<file path="config.mk">
export PLATFORM = sky130hd
export DESIGN_NAME = common_clock_packet_fifo
export DESIGN_NICKNAME = d
export VERILOG_FILES = /design/src/rtl/common_clock_packet_fifo.sv
export SDC_FILE = /design/constraint.sdc
export NUM_CORES = 1
export LEC_CHECK = 0
export ABC_AREA = 1
export BUFFER_PORTS_ARGS = -buffer_cell sky130_fd_sc_hd__buf_2
export CAP_MARGIN = 40
export CORE_AREA = 5 5 213 215
export DETAILED_ROUTE_END_ITERATION = 7
export DIE_AREA = 0 0 218 220
export GPL_ROUTABILITY_DRIVEN = 0
export GPL_TIMING_DRIVEN = 0
export PLACE_DENSITY = 0.56
export RECOVER_POWER = 100
export SYNTH_ARGS = -nofsm -noshare
export SYNTH_HDL_FRONTEND = slang
export SYNTH_SLANG_ARGS = --single-unit
</file>
<file path="constraint.sdc">
create_clock -name CLK -period 8.3 [get_ports CLK]
set_input_delay 0 -clock CLK [delete_from_list [all_inputs] [get_ports CLK]]
set_output_delay 0 -clock CLK [all_outputs]
set_load 0.05 [all_outputs]
</file>
<file path="src/rtl/common_clock_packet_fifo.sv">
// common_clock_packet_fifo
//   Single-clock store-and-forward packet FIFO. Beats are written speculatively
//   and become readable only when the packet's LAST beat arrives without ERR.
//   Errored packets, and packets that would not fit in the buffer, are discarded
//   without ever reaching the read side. The read side is first-word-fall-through
//   through a registered RAM read and a 2-entry output stage.
//
// Ports
//   CLK                  clock, all logic on the rising edge
//   SYNC_RSTN            synchronous reset, active low
//   S_DATA/S_VALID/S_LAST/S_ERR/S_READY   write beat stream (ERR qualifies LAST)
//   M_DATA/M_LAST/M_VALID/M_READY         read beat stream (FWFT)
//   PKT_COUNT            committed packets not yet fully read
//   DATA_COUNT           committed words not yet read (registered, 1-cycle lag)
//   DROP_COUNT           packets dropped since reset, saturating
//   PROG_FULL_THRESHOLD  occupancy threshold, bits [AW:0] used
//   PROG_FULL            registered occupancy >= threshold
module common_clock_packet_fifo #(
    parameter  int FIFO_DEPTH = 8,
    parameter  int DATA_WIDTH = 32,
    localparam int DEPTH      = (FIFO_DEPTH <= 8) ? 8 : (1 << $clog2(FIFO_DEPTH)),
    localparam int AW         = $clog2(DEPTH)
) (
    input  logic                  CLK,
    input  logic                  SYNC_RSTN,
    input  logic [DATA_WIDTH-1:0] S_DATA,
    input  logic                  S_VALID,
    input  logic                  S_LAST,
    input  logic                  S_ERR,
    output logic                  S_READY,
    output logic [DATA_WIDTH-1:0] M_DATA,
    output logic                  M_LAST,
    output logic                  M_VALID,
    input  logic                  M_READY,
    output logic [AW:0]           PKT_COUNT,
    output logic [31:0]           DATA_COUNT,
    output logic [15:0]           DROP_COUNT,
    input  logic [31:0]           PROG_FULL_THRESHOLD,
    output logic                  PROG_FULL
);

    localparam logic [AW:0] DEPTH_W = (AW + 1)'(DEPTH);
    localparam logic [AW:0] PTR_ONE = (AW + 1)'(1);

    typedef enum logic {
        PASS    = 1'b0,
        DISCARD = 1'b1
    } wstate_e;

    logic [DATA_WIDTH:0] mem [DEPTH];

    wstate_e             state_q, state_d;
    logic                rdy_en_q;
    logic [AW:0]         wp_s_q, wp_s_d;
    logic [AW:0]         wp_c_q, wp_c_d;
    logic [AW:0]         rp_q, rp_d;
    logic [AW:0]         cp_q, cp_d;
    logic [AW:0]         pkt_cnt_q, pkt_cnt_d;
    logic [15:0]         drop_cnt_q, drop_cnt_d;
    logic [AW:0]         data_cnt_q;
    logic                prog_full_q;

    logic                ram_vld_q;
    logic [DATA_WIDTH:0] ram_q;
    logic [1:0]          ocnt_q, ocnt_d;
    logic [DATA_WIDTH:0] s0_q, s0_d;
    logic [DATA_WIDTH:0] s1_q, s1_d;

    logic [AW:0]         occ;
    logic [AW:0]         pkt_words;
    logic                buf_full;
    logic                pkt_full;
    logic                s_ready;
    logic                s_acc;
    logic                m_acc;
    logic                pop_last;
    logic                rd_issue;
    logic                mem_we;
    logic                commit;
    logic                drop_inc;
    logic                unused_thr;

    assign unused_thr = ^PROG_FULL_THRESHOLD[31:AW+1];

    // Occupancy is measured against the consumer pointer cp (rp minus the words
    // sitting in the RAM read register and output stage), so the total amount of
    // buffered data, including the output stage, never exceeds DEPTH words.
    assign occ       = wp_s_q - cp_q;
    assign pkt_words = wp_s_q - wp_c_q;
    assign buf_full  = (occ == DEPTH_W);
    assign pkt_full  = (pkt_words == DEPTH_W);

    // When the open packet alone fills the buffer it can never commit, so the
    // next beat is still accepted and the packet is dropped instead of stalling.
    assign s_ready = rdy_en_q & ((state_q == DISCARD) | ~buf_full | pkt_full);
    assign s_acc   = S_VALID & s_ready;

    assign m_acc    = (ocnt_q != 2'd0) & M_READY;
    assign pop_last = m_acc & s0_q[DATA_WIDTH];

    // Issue a RAM read only if the beat will have a free output slot when it
    // lands one cycle later, even if the consumer stalls from then on.
    assign rd_issue = (rp_q != wp_c_q) &&
                      (({1'b0, ocnt_q} + {2'b00, ram_vld_q} - {2'b00, m_acc}) <= 3'd1);

    always_comb begin
        state_d  = state_q;
        wp_s_d   = wp_s_q;
        wp_c_d   = wp_c_q;
        mem_we   = 1'b0;
        commit   = 1'b0;
        drop_inc = 1'b0;
        if (s_acc) begin
            if (state_q == DISCARD) begin
                if (S_LAST) begin
                    drop_inc = 1'b1;
                    state_d  = PASS;
                end
            end else if (pkt_full) begin
                wp_s_d = wp_c_q;
                if (S_LAST) begin
                    drop_inc = 1'b1;
                end else begin
                    state_d = DISCARD;
                end
            end else begin
                mem_we = 1'b1;
                wp_s_d = wp_s_q + PTR_ONE;
                if (S_LAST && !S_ERR) begin
                    wp_c_d = wp_s_q + PTR_ONE;
                    commit = 1'b1;
                end else if (S_LAST) begin
                    wp_s_d   = wp_c_q;
                    drop_inc = 1'b1;
                end
            end
        end
    end

    // Output stage: s0 is the presented head, s1 the skid entry.
    always_comb begin
        s0_d   = s0_q;
        s1_d   = s1_q;
        ocnt_d = ocnt_q;
        case ({m_acc, ram_vld_q})
            2'b01: begin
                if (ocnt_q == 2'd0) begin
                    s0_d = ram_q;
                end else begin
                    s1_d = ram_q;
                end
                ocnt_d = ocnt_q + 2'd1;
            end
            2'b10: begin
                s0_d   = s1_q;
                ocnt_d = ocnt_q - 2'd1;
            end
            2'b11: begin
                if (ocnt_q == 2'd1) begin
                    s0_d = ram_q;
                end else begin
                    s0_d = s1_q;
                    s1_d = ram_q;
                end
            end
            default: ;
        endcase
    end

    always_comb begin
        pkt_cnt_d = pkt_cnt_q;
        if (commit && !pop_last) begin
            pkt_cnt_d = pkt_cnt_q + PTR_ONE;
        end else if (!commit && pop_last) begin
            pkt_cnt_d = pkt_cnt_q - PTR_ONE;
        end
        drop_cnt_d = drop_cnt_q;
        if (drop_inc && (drop_cnt_q != 16'hFFFF)) begin
            drop_cnt_d = drop_cnt_q + 16'd1;
        end
        rp_d = rd_issue ? (rp_q + PTR_ONE) : rp_q;
        cp_d = m_acc ? (cp_q + PTR_ONE) : cp_q;
    end

    always_ff @(posedge CLK) begin
        if (!SYNC_RSTN) begin
            state_q     <= PASS;
            rdy_en_q    <= 1'b0;
            wp_s_q      <= '0;
            wp_c_q      <= '0;
            rp_q        <= '0;
            cp_q        <= '0;
            pkt_cnt_q   <= '0;
            drop_cnt_q  <= '0;
            data_cnt_q  <= '0;
            prog_full_q <= 1'b0;
            ram_vld_q   <= 1'b0;
            ocnt_q      <= '0;
            s0_q        <= '0;
            s1_q        <= '0;
        end else begin
            state_q     <= state_d;
            rdy_en_q    <= 1'b1;
            wp_s_q      <= wp_s_d;
            wp_c_q      <= wp_c_d;
            rp_q        <= rp_d;
            cp_q        <= cp_d;
            pkt_cnt_q   <= pkt_cnt_d;
            drop_cnt_q  <= drop_cnt_d;
            data_cnt_q  <= wp_c_q - cp_q;
            prog_full_q <= (occ >= PROG_FULL_THRESHOLD[AW:0]);
            ram_vld_q   <= rd_issue;
            ocnt_q      <= ocnt_d;
            s0_q        <= s0_d;
            s1_q        <= s1_d;
        end
    end

    // Storage array and its registered read port carry no reset.
    always_ff @(posedge CLK) begin
        if (mem_we) begin
            mem[wp_s_q[AW-1:0]] <= {S_LAST, S_DATA};
        end
        if (rd_issue) begin
            ram_q <= mem[rp_q[AW-1:0]];
        end
    end

    assign S_READY    = s_ready;
    assign M_DATA     = s0_q[DATA_WIDTH-1:0];
    assign M_LAST     = s0_q[DATA_WIDTH];
    assign M_VALID    = (ocnt_q != 2'd0);
    assign PKT_COUNT  = pkt_cnt_q;
    assign DATA_COUNT = {{(31 - AW){1'b0}}, data_cnt_q};
    assign DROP_COUNT = drop_cnt_q;
    assign PROG_FULL  = prog_full_q;

endmodule
</file>
==> summary.md, run 1 <==
| Metric | Value |
|---|---|
| Total Wirelength | `43300 µm` |
| Grt total ovfl | `0` |
| Library cells used by synthesis | `40` |
| TritonCTS sink count | `409` |
| Avg Vias per Cell | `roughly 4.9` |
| Violated checks | `max-capacitance violations, max-slew violations` |
| Critical hold path startpoint | `SYNC_RSTN` |
| Clock buffer depth | `3` |
| Maximum operating frequency | `0.203 GHz` |
| Post-synth ARST share | `0%` |
| Yosys reg bits | `about 410` |
| Nets | `slightly below 2000` |
| Post-route antenna net violation count | `0` |
| Die ar. | `about 48000 µm²` |
| # fillers | `roughly 4100` |
| Residual DRC | `0` |
| Most used routing layer | `met2` |
| Slowest cell on the critical path | `nor2_1` |
| RSZ-0062 raised after global routing | `false` |
| Pwr Density | `344 nW/µm²` |
| Crit-path max cell delay | `1510 ps` |
| Peak supply drop | `0.000154 V` |
| Slew @ Worst Pin | `slightly below 2000 ps` |
| Worst-Skew Late Latency | `~580 ps` |
| Number of global-route vias before repair | `around 12000` |
| H-Tree Depth | `2` |
| Initial antenna violation count | `3` |
| CP endpoint kind | `flip-flop` |
| Fin crit period | `4940 ps` |
| Core box area | `about 44000 µm²` |
| Met1 Usage GRT | `about a quarter` |
| Wire per inst | `approximately 18 µm` |
| Cells after Synth | `1600` |
| Startpoint types | `flip-flop` |
| Die Height | `around 220 µm` |
| CP top delay family | `simple AND/OR/NAND/NOR gates` |
| Worst EP required | `~8500 ps` |
| Initial Util | `39.1%` |
| Die X | `around 220 µm` |
| Worst Setup Slack, final | `~3400 ps` |
| First-pass detailed-route iteration total | `5` |
| Final setup violation count | `0` |
| Core Rows | `77` |
| Worst path cell trace | `inv_1 -> ha_1 -> inv_1 -> fa_1 -> nand3b_1 -> nor2_1 -> nand3_2 -> and2_0 -> nand3_1 -> nor2_1 -> clkbuf_1` |
| Min-delay worst type | `in -> reg` |
| # Max-Cap Violations | `8` |
| Commonest non-fill, non-tap cell in the layout | `nor2_1` |
| Tcrit/Tclk final | `around three fifths` |
| Commonest non-fill, non-tap cells in the layout | `nor2_1, edfxtp_1, o21ai_0` |
| Crit path DAT | `just over 5000 ps` |
| Syn_area_per_cell | `10.6 µm²` |
| Post-CTS sizing | `0` |
| Sequential share of the synthesized area | `65.6%` |
| Clock skew | `17.3 ps` |
| Vias after detailed routing | `between 10000 and 15000` |
| Crit path kind | `reg -> reg` |
| Place WS | `~4400 ps` |
| Synth Flop Type | `edfxtp_1` |
| Outcome | `complete, but fails checks` |
| Clock root buffer | `clkbuf_16` |
| CTS tree | `yes` |
| Crit path from | `wp_s_q[0]` |
| Syn Std Cell Area | `between 15000 and 20000 µm²` |
| Largest net degree at the start of global routing | `26` |
| Crit path buffers/inverters | `3` |
| Max_slew headroom | `-28.7%` |
| Initial DRC count | `roughly 840` |
| Critical Path Fanout Max | `18` |
| Register clock-pin slew on the reported worst setup and hold paths | `approximately 60 ps` |
| Global-route wire length before repair | `67100 µm` |
| RR Startpoint | `wp_s_q[0]` |
| P&R area growth vs syn | `17.9%` |
| Fin. Hold Viols | `0` |
| Met3 Use GR | `under 10%` |
| HPWL Detailed | `29900 µm` |
| Num CTS Buffers | `44` |
| Setup bufs post-CTS | `0` |
| Yosys warnings | `0` |
| TNS Setup | `0 ps` |
| Buffers on Ports | `around 100` |
| Grt met2 use | `30.3%` |
| # IOs | `158` |
| EDFF count, synth | `a little under 300` |
| GRT Total Usage | `roughly 18%` |
| Share of cells above drive strength 1 | `under 10%` |
| Leak | `7.26 nW` |
| Max-slew violations | `between 100 and 150` |
[registers in the layout, summed over array words and instances, names as in the netlist]
register    count
cp_q            4
ram_q          33
wp_c_q          4
s1_q           33
ram_vld_q       1
s0_q           33
PKT_COUNT       4
DROP_COUNT     16
PROG_FULL       1
state_q         1
mem           264
rdy_en_q        1
ocnt_q          2
rp_q            4
data_cnt_q      4
wp_s_q          4
[synthesized netlist by cell type, types with 30 or more instances]
| master | n | share of area, % |
|---|---|---|
| nand3_1 | 74 | 2.2 |
| o22ai_1 | 33 | 1.2 |
| nand2_1 | 80 | 1.8 |
| nor2_1 | 364 | 8.0 |
| a21oi_1 | 30 | 0.88 |
| o211ai_1 | 34 | 1.5 |
| dfxtp_1 | 112 | 13 |
| o21ai_0 | 236 | 6.9 |
| a31oi_1 | 33 | 1.2 |
| inv_1 | 95 | 2.1 |
| clkbuf_1 | 70 | 1.5 |
| edfxtp_1 | 297 | 52 |
[cell type report]
| class | instances | area, µm² | share of cell area (%) |
|---|---|---|---|
| inverter | 96 | 360 | 1.80 |
| clock buffer | 63 | 1260 | 6.31 |
| clock inverter | 18 | 166 | 0.830 |
| multi-input combinational | 1001 | 4950 | 24.7 |
| buffer | 121 | 587 | 2.93 |
| tap | 592 | 741 | 3.69 |
| timing repair buffer | 150 | 822 | 4.10 |
| sequential | 409 | 11200 | 55.7 |
| antenna | 1 | 2.50 | 0.0125 |
[per-stage QoR]
stage | instance area, µm² | util, % | cells | hold WS (ps) | power [mW]
floorplan | 17100 | - | 1627 | 27.7 | 4.31
global placement | 18400 | 42.2 | 2320 | 239 | 5.00
detailed placement | 18700 | 42.9 | 2329 | 242 | 5.10
CTS | 20500 | 47.1 | 2450 | 195 | 7.03
global route | 20100 | 46.0 | 2450 | 313 | 7.32
finish | 20100 | 46.1 | 2451 | 304 | 6.89
[worst paths after layout]
kind | endpoint | slack (ps) | cells past startpoint
max | mem[2][31] | 3360 | 11
min | rdy_en_q | 300 | 2
max reg2reg | mem[2][31] | 3360 | 11
min reg2reg | s1_q[19] | 480 | 2
[power by group]
part | total, mW | internal, mW | switching, mW
registers | 2.75 | 2.59 | 0.162
clock network | 1.90 | 1.10 | 0.800
logic | 2.24 | 0.600 | 1.64
[per-layer routing]
| metal | routed length, µm | vias to the layer above |
|---|---|---|
| met2 | 20700 | 287 |
| met5 | 27 | - |
| met4 | 770 | 4 |
| li1 | - | 5969 |
| met1 | 19300 | 5804 |
| met3 | 2470 | 66 |
[cells by family (layout without fill, tap and decap cells)]
| group | after synthesis | in the layout | share of synthesized area (%) |
|---|---|---|---|
| AO/OA/AOI/OAI | 385 | 385 | 12.4 |
| other | 1 | 29 | 0.0220 |
| AND/OR/NAND/NOR | 542 | 542 | 13.1 |
| adder cells (fa/ha/maj) | 31 | 31 | 2.46 |
| XOR/XNOR | 15 | 15 | 0.772 |
| flip-flops | 409 | 409 | 65.6 |
| buffers and inverters | 217 | 448 | 5.69 |
[what timing repair did]
item	4_1_cts	5_1_grt
endpoints found under the setup margin	0	0
hold buffers	40	0
endpoints found under the hold margin	306	0
Power figures use the tool's default switching activity.
==> inputs of run 2 (changes only) <==
==> constraint.sdc (replaced) <==
create_clock -name CLK -period 4.95 [get_ports CLK]
set_input_delay 0 -clock CLK [delete_from_list [all_inputs] [get_ports CLK]]
set_output_delay 0 -clock CLK [all_outputs]
set_load 0.05 [all_outputs]
==> run 2 against run 1 <==
Effect of this change:
- the run now ends clean
- highest routed layer unchanged
- count of clock-buffer cells in the layout is the same
- non-clock buffer count is the same
- power grew 69%
- worst hold slack lost 2.2 ps
- register-to-register slack lost 2300 ps
- die area is the same
- sequential power grew 67%
- combinational power grew 71%
==> summary.md, run 2 (synthesized netlist as in run 1, its figures left out) <==
| Metric | Value |
|---|---|
| Die X | `218 µm (unchanged)` |
| Initial antenna violation count | `3 (unchanged)` |
| R2R depth | `11 (unchanged)` |
| Wire per inst | `17.7 µm (+0.10%)` |
| Post-route antenna net violation count | `0 (unchanged)` |
| Multi-input gate area in the final layout | `4970 µm² (+0.51%)` |
| Grt total ovfl | `0 (unchanged)` |
| Area after DPL | `18700 µm² (unchanged)` |
| Fin. Hold Viols | `0 (unchanged)` |
| Worst-Skew Late Latency | `570 ps (about the same)` |
| Fin crit period | `3910 ps (-1030 ps)` |
| Total Wirelength | `43300 µm (+0.10%)` |
| Global-route wire length before repair | `67100 µm (unchanged)` |
| Hold EP | `rdy_en_q` |
| Pwr Density | `573 nW/µm² (+67%)` |
| Worst R2R End | `mem[2][28]` |
| Startpoint types | `flip-flop` |
| H-Tree Depth | `2 (unchanged)` |
| WHS Path Cells | `2 (unchanged)` |
| # IOs | `158 (unchanged)` |
| Clock root buffer | `clkbuf_16` |
| Final setup violation count | `0 (unchanged)` |
| Tcrit/Tclk final | `78.9% (+19 points)` |
| Critical Path Fanout Max | `18 (unchanged)` |
| Maximum operating frequency | `0.256 GHz (+26%)` |
| Register clock-pin slew on the reported worst setup and hold paths | `60 ps (about the same)` |
| P&R area growth vs syn | `19.2%` |
| Core Rows | `77 (unchanged)` |
| Initial Util | `39.1% (unchanged)` |
| # fillers | `4103 (-0.94%)` |
| Clock buffer depth | `3 (unchanged)` |
| Internal Power | `7.24 mW (+69%)` |
| Buffers on Ports | `101 (unchanged)` |
| Storage element area | `11200 µm² (unchanged)` |
| Worst EP required | `5230 ps (-3260 ps)` |
| First-pass detailed-route iteration total | `5 (unchanged)` |
| Fin area | `20300 µm² (+1.2%)` |
| Avg Vias per Cell | `4.96 (+0.13%)` |
| Most common cell on crit path | `inv_1` |
| TritonCTS sink count | `409 (unchanged)` |
| Sequential Power Share | `39.6% (-0.3 points)` |
| Switching fraction of total power | `37.7% (-0.090 points)` |
| Max_slew headroom | `12.2% (+41 points)` |
| Die Height | `220 µm (unchanged)` |
| Slowest cell on the critical path | `nor2_2` |
| Core box area | `43500 µm² (unchanged)` |
| Number of global-route vias before repair | `11800 (unchanged)` |
| Min-delay worst type | `in -> reg` |
| Largest net degree at the start of global routing | `26 (unchanged)` |
| Max-slew violations | `0 (-100%)` |
| Leak | `7.35 nW (+1.2%)` |
| CP endpoint kind | `flip-flop` |
| TNS Setup | `0 ps (unchanged)` |
| Critical hold path startpoint | `SYNC_RSTN` |
| Clock skew | `14.9 ps (-2.37 ps)` |
| Residual DRC | `0 (unchanged)` |
| Slew @ Worst Pin | `1320 ps (-607 ps)` |
| CTS tree | `yes` |
| Share of cells above drive strength 1 | `7.21% (+0.91 points)` |
| Die ar. | `48000 µm² (unchanged)` |
| Commonest non-fill, non-tap cell in the layout | `nor2_1` |
| Psw | `4.38 mW (+68%)` |
| Num CTS Buffers | `44 (unchanged)` |
| Worst path cell trace | `inv_1 -> ha_1 -> inv_1 -> fa_1 -> nand3b_1 -> nor2_1 -> nand3_2 -> and2_0 -> nand3_1 -> nor2_2 -> buf_16` |
| Vias after detailed routing | `12100 (+0.13%)` |
| RSZ-0062 raised after global routing | `false` |
| Logic pwr share | `33.1% (+0.6 points)` |
| GRT Total Usage | `17.9% (unchanged)` |
| Commonest non-fill, non-tap cells in the layout | `nor2_1, edfxtp_1, o21ai_0` |
| Crit path DAT | `4190 ps (-930 ps)` |
| Nets | `1924 (unchanged)` |
| Max reg flops | `264 (unchanged)` |
| Initial DRC count | `843 (+0.60%)` |
| # Max-Cap Violations | `0 (-8)` |
| Clock power share | `27.4% (-0.2 points)` |
| HPWL Detailed | `29900 µm (unchanged)` |
| Outcome | `finished, final reports clean` |
| Crit-path max cell delay | `1140 ps (-370 ps)` |
| Crit path kind | `reg -> reg` |
| Reg2reg setup slack | `1040 ps (-2320 ps)` |
| RR Startpoint | `wp_s_q[0]` |
| Peak supply drop | `0.000258 V (+67%)` |
| Setup bufs post-CTS | `0 (unchanged)` |
-- run 2: cell count changes in the layout (fill, tap and decap cells not counted) --
| cell | change |
|---|---|
| nor2_4 | +1 |
| clkbuf_1 | -9 |
| buf_16 | +8 |
| buf_12 | +1 |
| nor2_2 | +7 |
| nor2_1 | -8 |
-- run 2: final cells by class --
| class | instances | area share (%) |
|---|---|---|
| flip-flops and latches | 409 | 55.0 |
| multi-input cells | 1001 | 24.5 |
| clock buffers | 63 | 6.24 |
| repair buffers | 150 | 5.07 |
| well taps | 592 | 3.65 |
| plain buffers | 121 | 2.89 |
| inverters | 96 | 1.78 |
| clock inverters | 18 | 0.820 |
| diodes | 1 | 0.0123 |
-- run 2: power groups by stage --
stage          registers (mW)  logic [mW]  clock network (mW)
2_1_floorplan            5.03        2.19                   0
5_1_grt                  4.66        4.27                3.42
3_5_place_dp             4.66        3.88                   0
3_3_place_gp             4.67        3.72                   0
6_report                 4.60        3.84                3.18
4_1_cts                  4.59        3.93                3.26
-- run 2: layer usage --
layer / part of all wire [%] / global-route usage (%) / vias up / wire length [µm]
met5: 0.062 / 0 / - / 27
met4: 1.7 / 4.75 / 4 / 757
met3: 5.8 / 3.52 / 64 / 2520
met2: 48 / 30.3 / 275 / 20800
met1: 44 / 23.7 / 5829 / 19200
li1: - / - / 5974 / -
-- run 2: critical path: cells and delay by family, from the launching register on --
family	cells	cell delay, ps
and+or+nand+nor	6	1970
adders and majority gates	2	700
buffers and inverters	3	530
DFF	1	380
-- run 2: how the worst max path moves through the flow --
stage	slack, ps	endpoint	cells past startpoint	startpoint
after floorplan	830	mem[0][0]	11	wp_s_q[0]
after global placement	-370	mem[4][18]	10	wp_s_q[0]
after detailed placement	1090	mem[2][18]	11	wp_s_q[0]
after CTS	1070	mem[3][8]	11	wp_s_q[0]
after global routing	650	PKT_COUNT[3]	17	wp_s_q[0]
final	1040	mem[2][28]	11	wp_s_q[0]
-- run 2: per-stage QoR --
stage	cells	power [mW]	util [%]	hold slack (ps)	setup WS [ps]
3_5_place_dp	2329	8.54	42.9	242	1090
2_1_floorplan	1627	7.22	-	27.7	833
6_report	2451	11.6	46.6	302	1040
3_3_place_gp	2320	8.39	42.2	239	-369
5_1_grt	2450	12.3	46.6	313	651
4_1_cts	2450	11.8	47.1	195	1070
-- run 2: repair_timing --
item | CTS | global route
endpoints found under the hold margin | 306 | 0
hold buffers | 40 | 0
gates resized for setup | 0 | 0
==> inputs of run 3 (changes only) <==
==> constraint.sdc (replaced) <==
create_clock -name CLK -period 3.7 [get_ports CLK]
set_input_delay 0 -clock CLK [delete_from_list [all_inputs] [get_ports CLK]]
set_output_delay 0 -clock CLK [all_outputs]
set_load 0.05 [all_outputs]
==> run 3 against run 2 <==
Effect of this change:
- power grew 34%
- non-clock buffer count up 13
- clock skew increased by 4.2 ps
- final cell count increased by 0.53%
- fmax increased by 15%
- count of clock-buffer cells in the layout stayed put
- die area is the same
- critical path type unchanged
- critical endpoint is now mem[2][1]
- largest cell class unchanged
- largest power group unchanged
- highest routed layer unchanged
==> summary.md, run 3 (synthesized netlist as in run 1, its figures left out) <==
| Metric | Value |
|---|---|
| Critical hold path startpoint | `SYNC_RSTN` |
| Share of cells above drive strength 1 | `7.75% (+0.54 points)` |
| Worst EP required | `3960 ps (-1270 ps)` |
| Final setup violation count | `0 (unchanged)` |
| # Max-Cap Violations | `0 (unchanged)` |
| Grt total ovfl | `0 (unchanged)` |
| Number of global-route vias before repair | `11900 (+0.48%)` |
| # fillers | `4098 (-0.12%)` |
| Global-route wire length before repair | `67400 µm (+0.54%)` |
| Die Height | `220 µm (unchanged)` |
| H-Tree Depth | `2 (unchanged)` |
| Tot Pwr | `15.6 mW (+34%)` |
| Buffers on Ports | `101 (unchanged)` |
| Max reg flops | `264 (unchanged)` |
| Worst-Skew Late Latency | `590 ps (+20 ps)` |
| GRT Total Usage | `18.0% (+0.11 points)` |
| Slew @ Worst Pin | `720 ps (-596 ps)` |
| Num CTS Buffers | `44 (unchanged)` |
| Critical Path Fanout Max | `8 (-10)` |
| P&R area growth vs syn | `20.1%` |
| RSZ-0062 raised after global routing | `false` |
| Largest net degree at the start of global routing | `26 (unchanged)` |
| RR Startpoint | `wp_s_q[0]` |
| Reg2reg setup slack | `290 ps (-750 ps)` |
| Crit path DAT | `3670 ps (-520 ps)` |
| Core Rows | `77 (unchanged)` |
| Peak supply drop | `0.000344 V (+33%)` |
| Die X | `218 µm (unchanged)` |
| Clock buffer depth | `3 (unchanged)` |
| Max_slew headroom | `52.0% (+40 points)` |
| Initial DRC count | `911 (+8.1%)` |
| Initial antenna violation count | `3 (unchanged)` |
| Crit path kind | `reg -> reg` |
| Place WS | `-164 ps (-1250 ps)` |
| Leak | `7.42 nW (+0.93%)` |
| Clock skew | `19.1 ps (+4.19 ps)` |
| Fin crit period | `3410 ps (-500 ps)` |
| TNS Setup | `0 ps (unchanged)` |
| Avg Vias per Cell | `4.95 (-0.16%)` |
| Total Wirelength | `43600 µm (+0.61%)` |
| First-pass detailed-route iteration total | `6 (+1)` |
| Register clock-pin slew on the reported worst setup and hold paths | `60 ps (about the same)` |
| Fin. Hold Viols | `0 (unchanged)` |
| # IOs | `158 (unchanged)` |
| Core box area | `43500 µm² (unchanged)` |
| Maximum operating frequency | `0.294 GHz (+15%)` |
| Post-route antenna net violation count | `0 (unchanged)` |
| TritonCTS sink count | `409 (unchanged)` |
| HPWL Detailed | `29900 µm (unchanged)` |
| CP endpoint kind | `flip-flop` |
| Hold EP | `rdy_en_q` |
| Commonest non-fill, non-tap cell in the layout | `nor2_1` |
| Commonest non-fill, non-tap cells in the layout | `nor2_1, edfxtp_1, o21ai_0` |
| Residual DRC | `0 (unchanged)` |
| Max-slew violations | `0 (unchanged)` |
| R2R depth | `12 (+1)` |
| Nets | `1937 (+0.68%)` |
| Worst Setup Slack, final | `295 ps (-750 ps)` |
| Initial Util | `39.1% (unchanged)` |
| Clock root buffer | `clkbuf_16` |
| Die ar. | `48000 µm² (unchanged)` |
| Vias after detailed routing | `12200 (+0.37%)` |
| CTS tree | `yes` |
| Min-delay worst type | `in -> reg` |
| Crit path from | `wp_s_q[0]` |
| Pwr Density | `764 nW/µm² (+33%)` |
| WHS Path Cells | `2 (unchanged)` |
| Tcrit/Tclk final | `92.0% (+13 points)` |
| Startpoint types | `flip-flop` |
| Wire per inst | `17.7 µm (about the same)` |
| Outcome | `finished, final reports clean` |
| Worst R2R End | `mem[2][1]` |
## run 3: final cells by class
class	instances	area, µm²	share of cell area, %
antenna	1	2.50	0.0123
buffer	121	587	2.87
clock buffer	63	1260	6.19
clock inverter	18	166	0.815
inverter	96	360	1.76
multi-input combinational	1001	5010	24.5
sequential	409	11200	54.6
tap	592	741	3.63
timing repair buffer	163	1130	5.56
## run 3: layer usage
metal	wire length, µm	global-route usage (%)	vias to the layer above
met5	27	0	-
met4	777	4.77	4
met3	2790	3.49	66
met2	20900	30.6	318
met1	19100	23.8	5808
li1	-	-	5995
## run 3: worst max path at each step
stage,cells past startpoint,to
3_3_place_gp,10,mem[4][18]
5_1_grt,17,rp_q[2]
2_1_floorplan,11,mem[0][0]
3_5_place_dp,11,mem[2][18]
4_1_cts,17,PKT_COUNT[3]
6_report,12,mem[2][1]
## run 3: per-stage QoR
stage               hold WS, ps  cell area [µm²]  util, %  cells
floorplan                  27.7            17100        -   1627
global placement            239            18400     42.2   2320
finish                      302            20400     46.9   2464
global route                313            20400     46.9   2463
CTS                         195            20700     47.5   2462
detailed placement          242            18700     42.9   2329
## run 3: power breakdown
group	switching [mW]	total, mW	internal [mW]
clock network	1.80	4.27	2.47
logic	3.73	5.18	1.45
registers	0.364	6.15	5.79
total	5.90	15.6	9.71
## run 3: timing repair
action / 4_1_cts / 5_1_grt
endpoints found under the hold margin: 306 / 0
pin swaps: 6 / 1
gates resized for setup: 0 / 1
setup endpoints to repair: 148 / 1
hold buffers: 40 / 0
setup buffers: 12 / 1
## run 3: critical path, stage by stage, from the launching register on
cell and delay [ps]:
dfxtp_2 360, inv_1 210, ha_1 180, inv_1 50, fa_1 520, nand3b_1 120, nor2_1 60, nand3_2 80
and2_0 200, nand3_1 460, nor2_4 210, clkbuf_1 360, clkbuf_2 270
